==> src/rtl/display_pkg.sv <==
// display_pkg: opcodes, sequencer state encoding and default payload width
package display_pkg;
   localparam int DATA_W_DEF = 8;
   localparam logic [1:0] OP_DATA  = 2'b00;
   localparam logic [1:0] OP_CMD   = 2'b01;
   localparam logic [1:0] OP_DELAY = 2'b10;
   localparam logic [1:0] OP_RESET = 2'b11;
   typedef enum logic [1:0] {ST_IDLE, ST_SHIFT, ST_DELAY, ST_RESET} state_t;
endpackage

==> src/rtl/display_word_shifter.sv <==
// display_word_shifter: MSB-first word shift register with bit counter and last-bit flag
module display_word_shifter
   import display_pkg::*;
#(
   parameter int DATA_W = DATA_W_DEF
) (
   input  logic              clk,
   input  logic              rst_n,
   input  logic              load,
   input  logic              shift,
   input  logic [DATA_W-1:0] din,
   output logic              mosi,
   output logic              last
);
   localparam int BW = $clog2(DATA_W + 1);
   logic [DATA_W-1:0] sr;
   logic [BW-1:0]     cnt;
   // load a fresh word, or move one bit out per serial strobe
   always_ff @(posedge clk or negedge rst_n) begin
      if (!rst_n) begin
         sr  <= '0;
         cnt <= '0;
      end else if (load) begin
         sr  <= din;
         cnt <= BW'(DATA_W);
      end else if (shift) begin
         sr  <= sr << 1;
         cnt <= cnt - BW'(1);
      end
   end
   assign mosi = sr[DATA_W-1];
   assign last = cnt == BW'(1);
endmodule

==> src/rtl/display_instr_sequencer.sv <==
// display_instr_sequencer: decodes write/delay/reset instructions and drives the display pins
// Optional macro CS_HOLD_EN keeps cs low between consecutive writes.
module display_instr_sequencer
   import display_pkg::*;
#(
   parameter int DATA_W      = DATA_W_DEF,
   parameter int DELAY_SHIFT = 4,
   parameter int RES_EDGES   = 16
) (
   input  logic              clk,
   input  logic              rst_n,
   input  logic              sclk_edge,
   input  logic              instr_valid,
   input  logic [DATA_W+1:0] instr,
   output logic              instr_ready,
   output logic              cs,
   output logic              dc,
   output logic              res_n,
   output logic              mosi,
   output logic              busy,
   output logic              done
);
   localparam int DW = DATA_W + DELAY_SHIFT;
   localparam int RW = $clog2(RES_EDGES + 1);
   localparam int CW = DW > RW ? DW : RW;
   state_t            state, state_d;
   logic [CW-1:0]     cnt, cnt_d;
   logic              cs_d, dc_d, res_n_d, done_d, last, wr_op;
   logic [1:0]        op;
   logic [DATA_W-1:0] payload;
   assign op          = instr[DATA_W+1:DATA_W];
   assign payload     = instr[DATA_W-1:0];
   assign wr_op       = !op[1];
   assign instr_ready = state == ST_IDLE;
   assign busy        = !instr_ready;
   display_word_shifter #(.DATA_W(DATA_W)) u_shift (
      .clk   (clk),
      .rst_n (rst_n),
      .load  (instr_valid && instr_ready && wr_op),
      .shift (state == ST_SHIFT && sclk_edge),
      .din   (payload),
      .mosi  (mosi),
      .last  (last)
   );
   // state, counter and pin registers
   always_ff @(posedge clk or negedge rst_n) begin
      if (!rst_n) begin
         state <= ST_IDLE;
         cnt   <= '0;
         cs    <= 1'b1;
         dc    <= 1'b1;
         res_n <= 1'b1;
         done  <= 1'b0;
      end else begin
         state <= state_d;
         cnt   <= cnt_d;
         cs    <= cs_d;
         dc    <= dc_d;
         res_n <= res_n_d;
         done  <= done_d;
      end
   end
   // next state and pin values; strobes are only counted after the accept cycle
   always_comb begin
      state_d = state;
      cnt_d   = cnt;
      cs_d    = cs;
      dc_d    = dc;
      res_n_d = res_n;
      done_d  = 1'b0;
      case (state)
         ST_IDLE: if (instr_valid) begin
            state_d = wr_op ? ST_SHIFT : op == OP_DELAY ? ST_DELAY : ST_RESET;
            cnt_d   = op == OP_DELAY ? CW'(payload) << DELAY_SHIFT : op == OP_RESET ? CW'(RES_EDGES) : '0;
            cs_d    = !wr_op;
            dc_d    = wr_op ? !op[0] : dc;
            res_n_d = op != OP_RESET;
         end
         ST_SHIFT: if (sclk_edge && last) begin
            state_d = ST_IDLE;
            done_d  = 1'b1;
`ifdef CS_HOLD_EN
            cs_d    = 1'b0;
`else
            cs_d    = 1'b1;
`endif
         end
         ST_DELAY: begin
            if (sclk_edge && cnt != '0) cnt_d = cnt - CW'(1);
            if (cnt == '0 || (sclk_edge && cnt == CW'(1))) begin
               state_d = ST_IDLE;
               done_d  = 1'b1;
            end
         end
         ST_RESET: begin
            if (sclk_edge) cnt_d = cnt - CW'(1);
            if (sclk_edge && cnt == CW'(1)) begin
               state_d = ST_IDLE;
               done_d  = 1'b1;
               res_n_d = 1'b1;
            end
         end
         default: state_d = ST_IDLE;
      endcase
   end
endmodule
==> config.mk <==
export PLATFORM = sky130hd
export DESIGN_NAME = display_instr_sequencer
export DESIGN_NICKNAME = d
export VERILOG_FILES = /design/src/rtl/display_pkg.sv /design/src/rtl/display_word_shifter.sv /design/src/rtl/display_instr_sequencer.sv
export SDC_FILE = /design/constraint.sdc
export NUM_CORES = 1
export LEC_CHECK = 0
export BUFFER_PORTS_ARGS = -buffer_cell sky130_fd_sc_hd__buf_2
export CAP_MARGIN = 20
export CORE_ASPECT_RATIO = 1.75
export CORE_MARGIN = 3
export CORE_UTILIZATION = 40
export CTS_CLUSTER_DIAMETER = 150
export DETAILED_ROUTE_END_ITERATION = 8
export HOLD_SLACK_MARGIN = 0.12
export PLACE_DENSITY_LB_ADDON = 0.05
export SYNTH_ARGS = -nofsm -noshare
export SYNTH_HDL_FRONTEND = slang
export SYNTH_HIERARCHICAL = 1
export SYNTH_SLANG_ARGS = --single-unit
==> constraint.sdc <==
create_clock -name clk -period 4 [get_ports clk]
set_input_delay 0 -clock clk [delete_from_list [all_inputs] [get_ports clk]]
set_output_delay 0 -clock clk [all_outputs]
set_load 0.05 [all_outputs]
==> results.rst, run 1 <==
.. list-table::
   :header-rows: 1

   * - Metric
     - Value
   * - Total track usage
     - 0.174
   * - Worst voltage drop across the vdd grid
     - 0.521 mV
   * - Net count of the finished layout
     - 251
   * - Effective utilization at floorplan
     - 0.419
   * - Placement Rows
     - 32
   * - Post-Synthesis Cell Area
     - 0.00188 mm2
   * - Share of flip-flops with an asynchronous set or reset
     - 1.00
   * - Routed via count divided by cell count
     - 5.72
   * - Power density over the cells
     - 844 mW/mm2
   * - Commonest cells after routing, fill and taps aside
     - 27 x sky130_fd_sc_hd__dfrtp_1, 20 x sky130_fd_sc_hd__buf_2, 15 x sky130_fd_sc_hd__nand2_1
   * - Number of vias in the routed layout
     - 1597
   * - 1st-iter DRT viols
     - 66
   * - Average cell area after synthesis
     - 9.64 um2
   * - Pre-CTS worst setup slack
     - 1.39 ns
   * - Max frequency
     - 379 MHz
   * - Number of nets in the synthesized netlist
     - 219
   * - Run status
     - completed
   * - RSZ-0062 raised after global routing
     - false
   * - Switching power summed over all nets
     - 828 uW
   * - # H-tree levels
     - 2
   * - Buffer levels on the longest clock path
     - 2
   * - Number of instances in the placed design
     - 259
   * - CP startpoint kind
     - flop
   * - Number of unique standard cell types used by synthesis
     - 52
   * - Highest metal layer with signal wires
     - met4
   * - CTS buffer count
     - 5
   * - Pwr Total
     - 1.91 mW
   * - Number of top-level design ports
     - 21
   * - Post-layout instance count excluding filler cells
     - 279
   * - Final standard cell utilization of the core
     - 0.505
   * - CTS Root Cell
     - sky130_fd_sc_hd__clkbuf_8
   * - Slew Limit Fails
     - 0
   * - Hold_sp
     - instr_valid
   * - First-pass GRT wire length
     - 7.65 mm
   * - Later-pin clock latency in the skew report
     - 0.28 ns
   * - DRT Pass-1 Iters
     - 4
   * - Worst flop-to-flop path endpoint
     - cnt[7]
   * - Number of antenna-violating nets in the routed design
     - 0
   * - Reg-to-reg startpoint
     - state[0]
   * - Largest net degree at the start of global routing
     - 31
   * - Post-detailed-route DRC marker count
     - 0
   * - Number of buffers added to fix hold violations after cts
     - 12
   * - Die Footprint
     - 0.00559 mm2
   * - Synth Register Bits
     - 30
   * - Number of antenna violations at the first check in global routing
     - 0
   * - Placeable Area
     - 0.00448 mm2
   * - Post-detailed-routing wire length
     - 4.53 mm
   * - Routed length on met1
     - 1.85 mm
   * - Number of enable-type register cells in the synthesized netlist
     - 0
   * - Buffers on Ports
     - 20
   * - Sequential element share of the synthesized area
     - 0.401
   * - Number of hold-slack violations in the final timing report
     - 0
   * - Share of final-layout standard cells stronger than drive strength 1
     - 0.189
   * - Placement-stage cell area
     - 0.00200 mm2
   * - Routed length on met2
     - 2.43 mm
   * - Worst setup slack for register-to-register paths
     - 1.36 ns
   * - Hold depth
     - 3
   * - Global placement routability congestion
     - 0.838
   * - Data required time of the worst path
     - 4.20 ns
   * - Kind of end point of the critical path
     - flop
   * - Path type of the worst min-delay path
     - in -> reg
   * - Portion of the clock cycle consumed by the worst path in the final layout
     - 0.660
   * - Slew margin rel.
     - 0.411
   * - Fin Setup TNS
     - 0 ns
   * - Post-cts resize count
     - 0
   * - Commonest non-fill, non-tap cell in the layout
     - sky130_fd_sc_hd__dfrtp_1
   * - Maximum clock skew at final layout
     - 0.00279 ns
   * - Vias in the first global route
     - 1583
   * - Post-layout instance area
     - 0.00226 mm2
   * - Sink count of the clock tree
     - 30
   * - Leakage component of the power
     - 0.999 nW
   * - Synthesis-to-layout area growth
     - 20.4%
   * - Internal
     - 1.08 mW
   * - Minimum period implied by the final worst setup slack
     - 2.64 ns
   * - Synth Flop Type
     - sky130_fd_sc_hd__dfrtp_1
   * - Hold EP
     - res_n
   * - CTS tree
     - yes
   * - Clock transition at the registers of the reported paths
     - 0.07 ns
   * - Dpl hpwl
     - 3.37 mm
   * - Number of standard cells after synthesis
     - 195
   * - Sequential share of power
     - 0.284
   * - Worst-margin pin slew
     - 0.884 ns
   * - Ys Warns
     - 6
   * - Proportion of total power due to net switching
     - 0.433
   * - Mean routed wirelength per cell
     - 16.2 um
   * - Endpoints failing setup
     - 0
   * - Minimum setup slack in the final design
     - 1.36 ns
   * - Part of the power in the clock network
     - 0.201
   * - Combinational share of power
     - 0.514
   * - Final global-route overflow total
     - 0
   * - Total of max-cap violations
     - 0
   * - Min Hold Slack
     - 0.131 ns
   * - Die width
     - 57.8 um
   * - Antenna fix cells
     - 0
   * - Crit Path Category
     - reg -> reg
   * - Logic depth of the worst register-to-register path
     - 6
   * - Number of setup buffers added after CTS
     - 0
   * - Largest fanout on the critical path
     - 14
   * - Worst EP arrival
     - 2.84 ns
   * - Overall die height
     - 96.7 um
   * - Wire length on met3
     - 144 um
-- sequential cells by signal, indices dropped and copies added, names as in the netlist --
register and flops:
u_shift/cnt 4, cs 1, dc 1, u_shift/sr 8, res_n 1, state 2, done 1, cnt 12
-- worst max-delay path, stage by stage, from the launching register on --
cell                        delay (ns)
sky130_fd_sc_hd__dfrtp_1          0.38
sky130_fd_sc_hd__inv_1            0.10
sky130_fd_sc_hd__ha_1             0.28
sky130_fd_sc_hd__or2_1            0.38
sky130_fd_sc_hd__a221oi_2         0.81
sky130_fd_sc_hd__nand2_1          0.36
sky130_fd_sc_hd__o2bb2ai_1        0.24
-- area by class of cell --
class                           count  area (um2)
Inverter                           13        48.8
Clock buffer                        6        82.6
Tap cell                           51        63.8
Sequential cell                    30         754
Fill cell                         420        2220
Timing Repair Buffer               32         220
Clock inverter                      2        60.1
Multi-Input combinational cell    145        1030
-- synth_stat cells (all sizes together) (3+ instances only) --
library cell  count  area (um2)
nor3              4        20.0
and2              4        27.5
nand2b            4        27.5
mux2i            11         110
nor4              3        40.0
nand3            11        55.1
buf               5        36.3
ha               10         125
a22oi             5        37.5
o21ai            13        65.1
and3              3        20.0
dfrtp            27         676
nor2             13        48.8
a21oi             6        30.0
inv              13        48.8
dfstp             3        78.8
a21o              3        22.5
nand2            15        56.3
nand4             4        25.0
o2bb2ai           7        61.3
-- power by group through the flow --
stage / combinational (mW) / sequential [mW] / clock (mW)
CTS: 0.989 / 0.543 / 0.395
global route: 1.09 / 0.560 / 0.405
floorplan: 0.716 / 0.590 / 0
detailed placement: 0.969 / 0.549 / 0
finish: 0.983 / 0.543 / 0.385
global placement: 0.958 / 0.543 / 0
-- cells by family (layout without fill, tap and decap cells) --
kind of cell               count (synthesis)  after routing  synth area share
and+or+nand+nor                           73             73             0.223
AOI/OAI and AO/OA                         50             50             0.197
DFF                                       30             30             0.401
buffers and inverters                     20             53            0.0492
muxes                                     11             11            0.0586
adders and majority gates                 10             10            0.0665
xor gates and xnor gates                   1              1           0.00466
-- how the worst max path moves through the flow --
stage                     depth (start not counted)  slack, ns      to     start
final                                             6       1.36  cnt[7]  state[0]
after global routing                              6       1.19  cnt[4]  state[0]
after CTS                                         6       1.37  cnt[7]  state[0]
after detailed placement                          6       1.39  cnt[7]  state[0]
after global placement                            6       1.51  cnt[8]  state[0]
after floorplan                                   7       1.99  cnt[3]  state[0]
-- layer usage --
layer / vias to the layer above / GRT usage
met4: 0 / 0.0696
met1: 772 / 0.202
met5: - / 0
met2: 37 / 0.303
met3: 10 / 0.0320
li1: 778 / -
Note: power is estimated with default switching activity, not from simulation.
==> run 2, diff against run 1 <==
==> constraint.sdc (replaced) <==
create_clock -name clk -period 2.34 [get_ports clk]
set_input_delay 0 -clock clk [delete_from_list [all_inputs] [get_ports clk]]
set_output_delay 0 -clock clk [all_outputs]
set_load 0.05 [all_outputs]
==> run 2 against run 1 <==
Against the previous run:
- register-to-register slack lost 1.1 ns
- final cell count grew 2.2%
- worst hold slack gained 0.019 ns
- highest routed layer unchanged
- critical path type unchanged
- global-route usage grew 0.80 points
- largest power group unchanged
- via count increased by 1.6%
- total power up 63%
- clock skew up 0.0013 ns
- clock power rose by 12%
- combinational power up 78%
- largest cell class unchanged
- sequential share of layout area is 0.055 points higher
==> results.rst, run 2 (synthesis gave the netlist of run 1 again) <==
.. list-table::
   :header-rows: 1

   * - Metric
     - Value
   * - First-pass GRT wire length
     - 7.91 mm (+3.5%)
   * - Largest registers
     - cnt: 12 flops, u_shift/sr: 8 flops, u_shift/cnt: 4 flops
   * - Share of final-layout standard cells stronger than drive strength 1
     - 0.201 (+0.0123)
   * - Crit Path Category
     - reg -> reg
   * - Switching power summed over all nets
     - 1.43 mW (+73%)
   * - Number of vias in the routed layout
     - 1623 (+1.6%)
   * - Total of max-cap violations
     - 0 (unchanged)
   * - Data required time of the worst path
     - 2.54 ns (-1.66 ns)
   * - Post-layout instance area
     - 0.00226 mm2 (-0.17%)
   * - Placement-stage cell area
     - 0.00204 mm2 (+1.9%)
   * - Register area
     - 754 um2 (unchanged)
   * - Worst-margin pin slew
     - 0.690 ns (-0.194 ns)
   * - Largest net degree at the start of global routing
     - 31 (unchanged)
   * - Post-detailed-route DRC marker count
     - 0 (unchanged)
   * - Maximum clock skew at final layout
     - 0.00411 ns (+0.00132 ns)
   * - CTS tree
     - yes
   * - Number of setup buffers added after CTS
     - 0 (unchanged)
   * - Power density over the cells
     - 1370 mW/mm2 (+63%)
   * - Synthesis-to-layout area growth
     - 20.2%
   * - Overall die height
     - 96.7 um (unchanged)
   * - Critical path's top delay family
     - simple AND/OR/NAND/NOR gates
   * - Later-pin clock latency in the skew report
     - 0.28 ns (about the same)
   * - # H-tree levels
     - 2 (unchanged)
   * - Dpl hpwl
     - 3.48 mm (+3.3%)
   * - CTS Root Cell
     - sky130_fd_sc_hd__clkbuf_8
   * - Part of the power in the clock network
     - 0.138 (-0.063)
   * - Routed via count divided by cell count
     - 5.69 (-0.51%)
   * - Min Hold Slack
     - 0.150 ns (+0.0190 ns)
   * - Placement Rows
     - 32 (unchanged)
   * - Combinational share of power
     - 0.562 (+0.048)
   * - Portion of the clock cycle consumed by the worst path in the final layout
     - 0.892 (+0.232)
   * - Die Footprint
     - 0.00559 mm2 (unchanged)
   * - Net count of the finished layout
     - 257 (+2.4%)
   * - Vias in the first global route
     - 1649 (+4.2%)
   * - Commonest cells after routing, fill and taps aside
     - 27 x sky130_fd_sc_hd__dfrtp_1, 20 x sky130_fd_sc_hd__buf_2, 15 x sky130_fd_sc_hd__nand2_1
   * - Pwr Total
     - 3.11 mW (+63%)
   * - Endpoints failing setup
     - 0 (unchanged)
   * - Total track usage
     - 0.182 (+0.00799)
   * - Path type of the worst min-delay path
     - in -> reg
   * - Routed length on met2
     - 2.48 mm (+2.1%)
   * - Kind of end point of the critical path
     - flop
   * - Multi-input combinational cell area
     - 0.00103 mm2 (unchanged)
   * - Fin Setup TNS
     - 0 ns (unchanged)
   * - Slew margin rel.
     - 0.540 (+0.129)
   * - Worst EP arrival
     - 2.29 ns (-0.55 ns)
   * - 1st-iter DRT viols
     - 72 (+9.1%)
   * - Mean routed wirelength per cell
     - 16.4 um (+1.1%)
   * - Number of top-level design ports
     - 21 (unchanged)
   * - Sequential share of power
     - 0.299 (+0.015)
   * - Post-cts resize count
     - 0 (unchanged)
   * - Minimum period implied by the final worst setup slack
     - 2.09 ns (-0.554 ns)
   * - Buffers on Ports
     - 20 (unchanged)
   * - Run status
     - completed
   * - Proportion of total power due to net switching
     - 0.461 (+0.0272)
   * - Largest fanout on the critical path
     - 14 (unchanged)
   * - Number of antenna violations at the first check in global routing
     - 0 (unchanged)
   * - RSZ-0062 raised after global routing
     - false
   * - Levels on crit path
     - 7 (+1)
   * - Largest register by flop count
     - cnt
   * - Slowest cell on crit path
     - sky130_fd_sc_hd__or2_1
   * - Effective utilization at floorplan
     - 0.419 (unchanged)
   * - CP startpoint kind
     - flop
   * - Slowest Stage Delay on Critical Path
     - 0.39 ns (-0.42 ns)
   * - Max frequency
     - 479 MHz (+27%)
   * - Routed length on met1
     - 1.94 mm (+4.9%)
   * - Antenna fix cells
     - 0 (unchanged)
   * - Logic depth of the worst register-to-register path
     - 7 (+1)
   * - Final standard cell utilization of the core
     - 0.504 (-0.000837)
   * - Internal
     - 1.68 mW (+55%)
   * - Commonest non-fill, non-tap cell in the layout
     - sky130_fd_sc_hd__dfrtp_1
   * - DRT Pass-1 Iters
     - 5 (+1)
   * - Slew Limit Fails
     - 0 (unchanged)
   * - Largest register FFs
     - 12 (unchanged)
   * - Placeable Area
     - 0.00448 mm2 (unchanged)
   * - Number of hold-slack violations in the final timing report
     - 0 (unchanged)
   * - Final global-route overflow total
     - 0 (unchanged)
   * - Global placement routability congestion
     - 0.879 (+4.9%)
   * - CTS buffer count
     - 5 (unchanged)
   * - Buffers and inverters on the worst path
     - 2 (+1)
   * - Worst voltage drop across the vdd grid
     - 0.793 mV (+52%)
   * - List of cells traversed by the critical path
     - inv_1 -> ha_1 -> or2_1 -> a221oi_2 -> buf_4 -> nand2_1 -> o2bb2ai_1
   * - Number of antenna-violating nets in the routed design
     - 0 (unchanged)
   * - Fill cell instance count of the final layout
     - 429 (+2.1%)
   * - Leakage component of the power
     - 1.00 nW (+0.55%)
   * - Buffer levels on the longest clock path
     - 2 (unchanged)
   * - Worst setup slack for register-to-register paths
     - 0.25 ns (-1.11 ns)
   * - Wire length on met3
     - 144 um (unchanged)
   * - Die width
     - 57.8 um (unchanged)
   * - Highest metal layer with signal wires
     - met4
   * - Sink count of the clock tree
     - 30 (unchanged)
   * - Clock transition at the registers of the reported paths
     - 0.06 ns (about the same)
   * - Hold depth
     - 4 (+1)
   * - Post-detailed-routing wire length
     - 4.68 mm (+3.2%)
## run 2: changes by cell type in the layout (fill, tap and decap cells not counted)
| cell | change |
|---|---|
| sky130_fd_sc_hd__buf_4 | +5 |
| sky130_fd_sc_hd__bufinv_16 | -2 |
| sky130_fd_sc_hd__clkbuf_1 | +1 |
| sky130_fd_sc_hd__clkinv_2 | +1 |
| sky130_fd_sc_hd__dlygate4sd3_1 | +1 |
## run 2: repair_timing
action                                 4_1_cts  5_1_grt
setup endpoints to repair                    0        0
endpoints found under the hold margin       45        0
hold buffers                                13        0
## run 2: through the flow
stage               cells  setup slack (ns)
floorplan             195             0.331
global placement      264             0.353
detailed placement    264             0.284
CTS                   285             0.250
global route          285            0.0869
finish                285             0.253
## run 2: power groups by stage
| stage | Combinational (mW) | Sequential, mW | Clock [mW] |
|---|---|---|---|
| floorplan | 1.22 | 1.01 | 0 |
| global placement | 1.69 | 0.931 | 0 |
| detailed placement | 1.71 | 0.939 | 0 |
| CTS | 1.75 | 0.929 | 0.445 |
| global route | 1.94 | 0.959 | 0.462 |
| finish | 1.75 | 0.930 | 0.430 |
## run 2: metal layers
layer,track usage,vias to the layer above
met5,0,-
li1,-,790
met1,0.209,782
met2,0.315,43
met3,0.0294,8
met4,0.0857,0
## run 2: final cells by class
cell class | count | area share
multi-input combinational | 145 | 0.457
sequential | 30 | 0.334
timing repair buffer | 38 | 0.118
clock buffer | 7 | 0.0382
tap | 51 | 0.0282
inverter | 13 | 0.0216
clock inverter | 1 | 0.00221
## run 2: worst paths after layout
path | startpoint | to
setup / recovery | state[0] | cnt[5]
hold / removal | sclk_edge | cs
setup reg to reg | state[0] | cnt[5]
hold reg to reg | cs | cs
max in group asynchronous | rst_n | cnt[9]
min in group asynchronous | rst_n | done
## run 2: worst register-to-register path: stages (launching register included)
cell,delay [ns]
sky130_fd_sc_hd__dfrtp_1,0.38
sky130_fd_sc_hd__inv_1,0.10
sky130_fd_sc_hd__ha_1,0.29
sky130_fd_sc_hd__or2_1,0.39
sky130_fd_sc_hd__a221oi_2,0.26
sky130_fd_sc_hd__buf_4,0.22
sky130_fd_sc_hd__nand2_1,0.18
sky130_fd_sc_hd__o2bb2ai_1,0.19
